File: src/rtl/agc_stat_accumulator_if.sv
// Bus between the saturate/scale stage, the AGC stat accumulator and the AGC control logic.
// The accumulator uses the slave modport, and its driver uses the master modport.
interface agc_stat_accumulator_if #(
    parameter int NSAMP       = 8,
    parameter int PERIOD_BITS = 24,
    parameter int COUNT_BITS  = 24,
    parameter int SQ_BITS     = 36
);
    logic [NSAMP-1:0]       gt_i;
    logic [NSAMP-1:0]       lt_i;
    logic [4*NSAMP-1:0]     abs_i;
    logic [PERIOD_BITS-1:0] period_i;
    logic                   start_i;
    logic                   busy_o;
    logic                   done_o;
    logic [COUNT_BITS-1:0]  gt_count_o;
    logic [COUNT_BITS-1:0]  lt_count_o;
    logic [SQ_BITS-1:0]     sumsq_o;

    modport master (
        output gt_i, lt_i, abs_i, period_i, start_i,
        input  busy_o, done_o, gt_count_o, lt_count_o, sumsq_o
    );

    modport slave (
        input  gt_i, lt_i, abs_i, period_i, start_i,
        output busy_o, done_o, gt_count_o, lt_count_o, sumsq_o
    );
endinterface

File: src/rtl/agc_stat_accumulator.sv
// Windowed GT/LT count and sum-of-squares accumulator for the AGC loop.
// It uses a two-stage per-beat pipeline, and the accumulators saturate instead of wrapping.
module agc_stat_accumulator #(
    parameter int NSAMP       = 8,
    parameter int PERIOD_BITS = 24,
    parameter int COUNT_BITS  = 24,
    parameter int SQ_BITS     = 36
) (
    input  logic                   clk_i,
    input  logic                   rst_i,
    agc_stat_accumulator_if.slave  bus
);
    localparam int POP_BITS  = $clog2(NSAMP + 1);
    localparam int S1SQ_BITS = $clog2(225 * NSAMP + 1);

    localparam logic [1:0] ST_IDLE  = 2'd0;
    localparam logic [1:0] ST_RUN   = 2'd1;
    localparam logic [1:0] ST_FLUSH = 2'd2;
    localparam logic [1:0] ST_DONE  = 2'd3;

    logic [1:0]             r_state;
    logic [PERIOD_BITS-1:0] r_len;
    logic [PERIOD_BITS-1:0] r_beat;
    logic                   r_flush;

    logic [POP_BITS-1:0]    r_s1_gt, r_s1_lt;
    logic [S1SQ_BITS-1:0]   r_s1_sq;
    logic [COUNT_BITS-1:0]  r_gt_acc, r_lt_acc, r_gt_out, r_lt_out;
    logic [SQ_BITS-1:0]     r_sq_acc, r_sq_out;

    logic                   w_beat;
    logic [POP_BITS-1:0]    w_pop_gt, w_pop_lt;
    logic [S1SQ_BITS-1:0]   w_sq;
    logic [3:0]             w_abs;
    logic [7:0]             w_abs_sq;
    logic [COUNT_BITS:0]    w_gt_sum, w_lt_sum;
    logic [SQ_BITS:0]       w_sq_sum;
    logic [COUNT_BITS-1:0]  w_gt_next, w_lt_next;
    logic [SQ_BITS-1:0]     w_sq_next;

    assign w_beat = (r_state == ST_RUN);

    // A beat outside RUN is masked here, so stage 2 always adds zero for that beat.
    always_comb begin
        w_pop_gt = '0;
        w_pop_lt = '0;
        w_sq     = '0;
        w_abs    = '0;
        w_abs_sq = '0;
        for (int unsigned k = 0; k < NSAMP; k++) begin
            w_pop_gt = w_pop_gt + POP_BITS'(bus.gt_i[k] & w_beat);
            w_pop_lt = w_pop_lt + POP_BITS'(bus.lt_i[k] & w_beat);
            w_abs    = bus.abs_i[4*k +: 4];
            w_abs_sq = {4'b0000, w_abs} * {4'b0000, w_abs};
            if (w_beat) begin
                w_sq = w_sq + S1SQ_BITS'(w_abs_sq);
            end
        end
    end

    assign w_gt_sum  = {1'b0, r_gt_acc} + (COUNT_BITS+1)'(r_s1_gt);
    assign w_lt_sum  = {1'b0, r_lt_acc} + (COUNT_BITS+1)'(r_s1_lt);
    assign w_sq_sum  = {1'b0, r_sq_acc} + (SQ_BITS+1)'(r_s1_sq);
    assign w_gt_next = w_gt_sum[COUNT_BITS] ? '1 : w_gt_sum[COUNT_BITS-1:0];
    assign w_lt_next = w_lt_sum[COUNT_BITS] ? '1 : w_lt_sum[COUNT_BITS-1:0];
    assign w_sq_next = w_sq_sum[SQ_BITS]    ? '1 : w_sq_sum[SQ_BITS-1:0];

    always_ff @(posedge clk_i) begin
        if (rst_i) begin
            r_state  <= ST_IDLE;
            r_len    <= '0;
            r_beat   <= '0;
            r_flush  <= 1'b0;
            r_s1_gt  <= '0;
            r_s1_lt  <= '0;
            r_s1_sq  <= '0;
            r_gt_acc <= '0;
            r_lt_acc <= '0;
            r_sq_acc <= '0;
            r_gt_out <= '0;
            r_lt_out <= '0;
            r_sq_out <= '0;
        end else begin
            r_s1_gt  <= w_pop_gt;
            r_s1_lt  <= w_pop_lt;
            r_s1_sq  <= w_sq;
            r_gt_acc <= w_gt_next;
            r_lt_acc <= w_lt_next;
            r_sq_acc <= w_sq_next;

            case (r_state)
                ST_IDLE: begin
                    if (bus.start_i) begin
                        r_state  <= ST_RUN;
                        r_len    <= (bus.period_i == '0) ? PERIOD_BITS'(1) : bus.period_i;
                        r_beat   <= '0;
                        r_gt_acc <= '0;
                        r_lt_acc <= '0;
                        r_sq_acc <= '0;
                    end
                end
                ST_RUN: begin
                    r_beat <= r_beat + 1'b1;
                    if (r_beat == r_len - 1'b1) begin
                        r_state <= ST_FLUSH;
                        r_flush <= 1'b0;
                    end
                end
                // The first FLUSH cycle drains stage 1, and the second cycle sees the final sum.
                // The outputs load on the second cycle so they are valid together with done_o.
                ST_FLUSH: begin
                    r_flush <= 1'b1;
                    if (r_flush) begin
                        r_state  <= ST_DONE;
                        r_gt_out <= w_gt_next;
                        r_lt_out <= w_lt_next;
                        r_sq_out <= w_sq_next;
                    end
                end
                default: begin
                    r_state <= ST_IDLE;
                end
            endcase
        end
    end

    assign bus.busy_o     = (r_state != ST_IDLE);
    assign bus.done_o     = (r_state == ST_DONE);
    assign bus.gt_count_o = r_gt_out;
    assign bus.lt_count_o = r_lt_out;
    assign bus.sumsq_o    = r_sq_out;
endmodule

File: src/flat_wrapper.sv
// flat-port wrapper written by rule: the top's interface ports become plain ports
module agc_stat_accumulator_flat 
#(
    parameter int NSAMP       = 8,
    parameter int PERIOD_BITS = 24,
    parameter int COUNT_BITS  = 24,
    parameter int SQ_BITS     = 36
)
  (clk_i, rst_i, bus_gt_i, bus_lt_i, bus_abs_i, bus_period_i, bus_start_i, bus_busy_o, bus_done_o, bus_gt_count_o, bus_lt_count_o, bus_sumsq_o);
  agc_stat_accumulator_if #(.NSAMP(NSAMP), .PERIOD_BITS(PERIOD_BITS), .COUNT_BITS(COUNT_BITS), .SQ_BITS(SQ_BITS)) bus_i ();
  input  logic clk_i;
  input  logic rst_i;
  input wire logic [$bits(bus_i.gt_i)-1:0] bus_gt_i;
  input wire logic [$bits(bus_i.lt_i)-1:0] bus_lt_i;
  input wire logic [$bits(bus_i.abs_i)-1:0] bus_abs_i;
  input wire logic [$bits(bus_i.period_i)-1:0] bus_period_i;
  input wire logic [$bits(bus_i.start_i)-1:0] bus_start_i;
  output wire logic [$bits(bus_i.busy_o)-1:0] bus_busy_o;
  output wire logic [$bits(bus_i.done_o)-1:0] bus_done_o;
  output wire logic [$bits(bus_i.gt_count_o)-1:0] bus_gt_count_o;
  output wire logic [$bits(bus_i.lt_count_o)-1:0] bus_lt_count_o;
  output wire logic [$bits(bus_i.sumsq_o)-1:0] bus_sumsq_o;
  assign bus_i.gt_i = bus_gt_i;
  assign bus_i.lt_i = bus_lt_i;
  assign bus_i.abs_i = bus_abs_i;
  assign bus_i.period_i = bus_period_i;
  assign bus_i.start_i = bus_start_i;
  assign bus_busy_o = bus_i.busy_o;
  assign bus_done_o = bus_i.done_o;
  assign bus_gt_count_o = bus_i.gt_count_o;
  assign bus_lt_count_o = bus_i.lt_count_o;
  assign bus_sumsq_o = bus_i.sumsq_o;
  agc_stat_accumulator #(.NSAMP(NSAMP), .PERIOD_BITS(PERIOD_BITS), .COUNT_BITS(COUNT_BITS), .SQ_BITS(SQ_BITS)) u_core (.clk_i(clk_i), .rst_i(rst_i), .bus(bus_i));
endmodule
File: config.mk
export PLATFORM = sky130hd
export DESIGN_NAME = agc_stat_accumulator_flat
export DESIGN_NICKNAME = d
export VERILOG_FILES = /design/src/rtl/agc_stat_accumulator_if.sv /design/src/rtl/agc_stat_accumulator.sv /design/src/flat_wrapper.sv
export SDC_FILE = /design/constraint.sdc
export NUM_CORES = 1
export LEC_CHECK = 0
export ABC_AREA = 1
export BUFFER_PORTS_ARGS = -buffer_cell sky130_fd_sc_hd__buf_4
export CORE_ASPECT_RATIO = 1.2
export CORE_MARGIN = 2
export CORE_UTILIZATION = 55
export DETAILED_ROUTE_END_ITERATION = 6
export GPL_TIMING_DRIVEN = 0
export PLACE_DENSITY = 0.85
export SETUP_SLACK_MARGIN = 0.4
export SLEW_MARGIN = 40
export SYNTH_ARGS = -nofsm -noshare
export SYNTH_HDL_FRONTEND = slang
export SYNTH_SLANG_ARGS = --single-unit
File: constraint.sdc
create_clock -name clk_i -period 35.3 [get_ports clk_i]
set_input_delay 7.06 -clock clk_i [delete_from_list [all_inputs] [get_ports clk_i]]
set_output_delay 7.06 -clock clk_i [all_outputs]
set_load 0.01 [all_outputs]
==> impl_metrics.yaml <==
clocking:
  cts_buffers: 23
  cts_tree: "done"
  cts_setup_buffers: 0
  cts_buffer_depth: 3
  root_buffer: "clkbuf_16"
  cts_resized: 0
  insertion_delay_ns: 0.52
  cts-hold-fix-buffers: 0
  clock_sinks: 238
  clk_pin_slew_ns: 0.06
  htree_levels: 1
power_and_ir_drop:
  p_leak_nw: 9.83
  p_int_mw: 0.554
  pwr-share-clk_pct: 27.7
  ir_drop_mv: 0.0354
  total_power_mw: 0.899
  switching_share_pct: 38.3
  power.density_nw_per_um2: 48.6
  pwr-share-seq_pct: 34.1
  combPwrFrac_pct: 38.2
  power_switching_mw: 0.344
global_routing:
  grt_pass1_vias: 15100
  grt_max_degree: 17
  antenna_found_initial: 0
  track_usage_pct: 27.8
  grt_pass1_wl_um: 70300
  gr-total-overflow: 0
floorplanning:
  num_rows: 68
  core_um2: 28800
  initial_core_util_pct: 55.8
  die_area_um2: 30600
  die_w_um: 160
  dieHeight_um: 191
  ios: 161
worst_setup_path:
  worstSetupPathType: "in -> reg"
  worst_r2r_path_depth: 54
  path_common_cell: "inv_1"
  crit_fanout: 6
  cp-endpoint: "u_core.r_s1_sq[10]$_SDFF_PP0_"
  critPathLaunchType: "input pin"
  cp.required_ns: 35.70
  crit_start: "bus_abs_i[1]"
  r2r_end: "u_core.r_s1_sq[10]$_SDFF_PP0_"
  worst_setup_path_end_kind: "flip-flop"
  r2r_start: "u_core.r_state[1]$_SDFFE_PP0P_"
  r2r_slack_ns: 24.01
  max_stage_delay_ns: 0.51
  critPathSlowestCell: "fa_1"
  crit_arrival_ns: 17.23
timing:
  fin_crit_sh_pct: 47.7
  setup_violations: 0
  finalHoldViolCount: 0
  fmax_ghz: 0.0594
  slew_viol_final: 0
  tightest_slew_ns: 0.812
  rsz0062_at_grt: "no"
  slew_headroom_pct: 45.8
  finalCriticalPeriod_ns: 16.83
  finalSetupTns_ns: 0
  setup_ws_ns: 18.47
  clock_skew_ns: 0.0209
routing:
  via_per_inst: 5.27
  wl_um: 43300
  num_vias: 15800
  drcViolationCount: 0
  wl_per_cell_um: 14.5
  ant_nets: 0
  first_pass_iters: 7
  first_iter_violations: 1060
placed_design:
  place_area_um2: 17700
  hpwl_um: 34500
  pre_cts_slack_ns: 17.99
  port-buffer-count: 159
  gp_congestion: 0.957
logic_synthesis:
  synthArstFlopShare_pct: 0
  synth_warnings: 0
  ys_seq_area_share_pct: 29.7
  post_synth_num_cell_types: 54
  syn-num-nets: 2628
  synth_seq_cells: 238
  syn_inst: 2404
  synth-edff-count: 0
  avgSynthCellArea_um2: 6.68
  synth_flop_cell: "dfxtp_1"
  syn_area_um2: 16100
cells_and_area:
  area_growth_pct: 15.3
  stdcell_area_um2: 18500
  layout_commonest_cell: "nand2_1"
  drive_above_1_share_pct: 9.60
  mostFrequentLayoutCells: "478 x nand2_1, 458 x inv_1, 332 x nor2_1, 238 x dfxtp_1, 160 x buf_4"
  diodes: 0
  finalNetCount: 2812
min_path:
  hold_path_class: "reg -> reg"
  holdCritStartpoint: "u_core.r_len[23]$_SDFFE_PP0P_"
job:
  maxCapViolations: 0
run_status:
  status: "finished, final reports clean"
[synth_stat cells (4+ instances only)]
cell type  number  share of area (%)
a21o_1          9               0.42
a21oi_1       113                3.5
a31o_2          5               0.27
a31oi_1        10               0.39
buf_2           4               0.12
clkbuf_1       51                1.2
dfxtp_1       238                 30
fa_1           32                4.0
ha_1          117                9.1
inv_1         458                 11
nand2_1       478                 11
nand3_1       109                3.4
nand3b_1       11               0.51
nand4_1        29                1.1
nor2_1        332                7.8
nor2_2          4               0.16
nor2_4          6               0.42
nor3_1         45                1.4
nor4_1         14               0.55
o211ai_1       30                1.4
o21a_1          4               0.19
o21ai_0       151                4.7
o21bai_1        9               0.42
o22ai_1        14               0.55
or2_1           4               0.16
or2_2          11               0.43
xnor2_1        21                1.1
xor2_1         55                3.0
[cell families (layout without fill, tap and decap cells)]
family / Yosys count / after routing / synth area share, %
adders and majority gates: 149 / 149 / 13.1
DFF: 238 / 238 / 29.7
xor gates and xnor gates: 76 / 76 / 4.15
buffers and inverters: 523 / 724 / 12.4
and+or+nand+nor: 1055 / 1055 / 27.8
AOI/OAI and AO/OA: 363 / 363 / 12.9
[state kept, by name, indices dropped and copies added, names as in the netlist]
signal / count
u_core.bus.gt_count_o: 24
u_core.bus.lt_count_o: 24
u_core.bus.sumsq_o: 36
u_core.r_beat: 24
u_core.r_flush: 1
u_core.r_gt_acc: 24
u_core.r_len: 24
u_core.r_lt_acc: 24
u_core.r_s1_gt: 4
u_core.r_s1_lt: 4
u_core.r_s1_sq: 11
u_core.r_sq_acc: 36
u_core.r_state: 2
[layout make-up]
cell class	instances	area (µm²)
inverter	461	1730
fill	2551	10300
buffer	62	263
clock buffer	31	666
timing repair buffer	159	1190
tap	385	482
clock inverter	11	108
sequential	238	4760
multi-input combinational	1643	9300
[stage by stage]
stage | hold slack (ns) | cells | utilization [%]
after CTS | 0.466 | 2990 | 64.3
after floorplan | 0.438 | 2404 | -
after global placement | 0.449 | 2948 | 61.6
after global routing | 0.493 | 2990 | 64.3
final | 0.473 | 2990 | 64.3
after detailed placement | 0.458 | 2948 | 61.6
[critical path, delay by kind of cell]
family / cells / cell delay (ns)
fa+ha+maj: 15 / 6.34
simple gates: 21 / 1.89
compound gates: 6 / 0.92
buf+inv: 13 / 0.81
xor+xnor: 1 / 0.18
[power groups by stage]
| stage | logic [mW] | clock network [mW] | registers [mW] |
|---|---|---|---|
| 4_1_cts | 0.344 | 0.251 | 0.306 |
| 3_3_place_gp | 0.329 | 0 | 0.311 |
| 2_1_floorplan | 0.234 | 0 | 0.312 |
| 5_1_grt | 0.390 | 0.263 | 0.309 |
| 6_report | 0.344 | 0.249 | 0.307 |
| 3_5_place_dp | 0.341 | 0 | 0.312 |
[how the worst min path moves through the flow]
| stage | endpoint | depth (start not counted) | slack [ns] |
|---|---|---|---|
| global route | u_core.r_len[23]$_SDFFE_PP0P_ | 2 | 0.49 |
| CTS | u_core.r_len[23]$_SDFFE_PP0P_ | 2 | 0.47 |
| floorplan | u_core.r_len[23]$_SDFFE_PP0P_ | 2 | 0.44 |
| detailed placement | u_core.r_len[23]$_SDFFE_PP0P_ | 2 | 0.46 |
| finish | u_core.r_len[23]$_SDFFE_PP0P_ | 2 | 0.47 |
| global placement | u_core.r_len[23]$_SDFFE_PP0P_ | 2 | 0.45 |
[layer usage]
layer / routed length (µm) / vias to the layer above / global-route usage (%)
met5: 0 / - / 0
met4: 1610 / 0 / 10.7
met3: 2860 / 99 / 4.53
met2: 20900 / 448 / 50.1
met1: 17900 / 7229 / 33.2
li1: - / 7974 / -
Note: power is estimated with default switching activity, not from simulation.
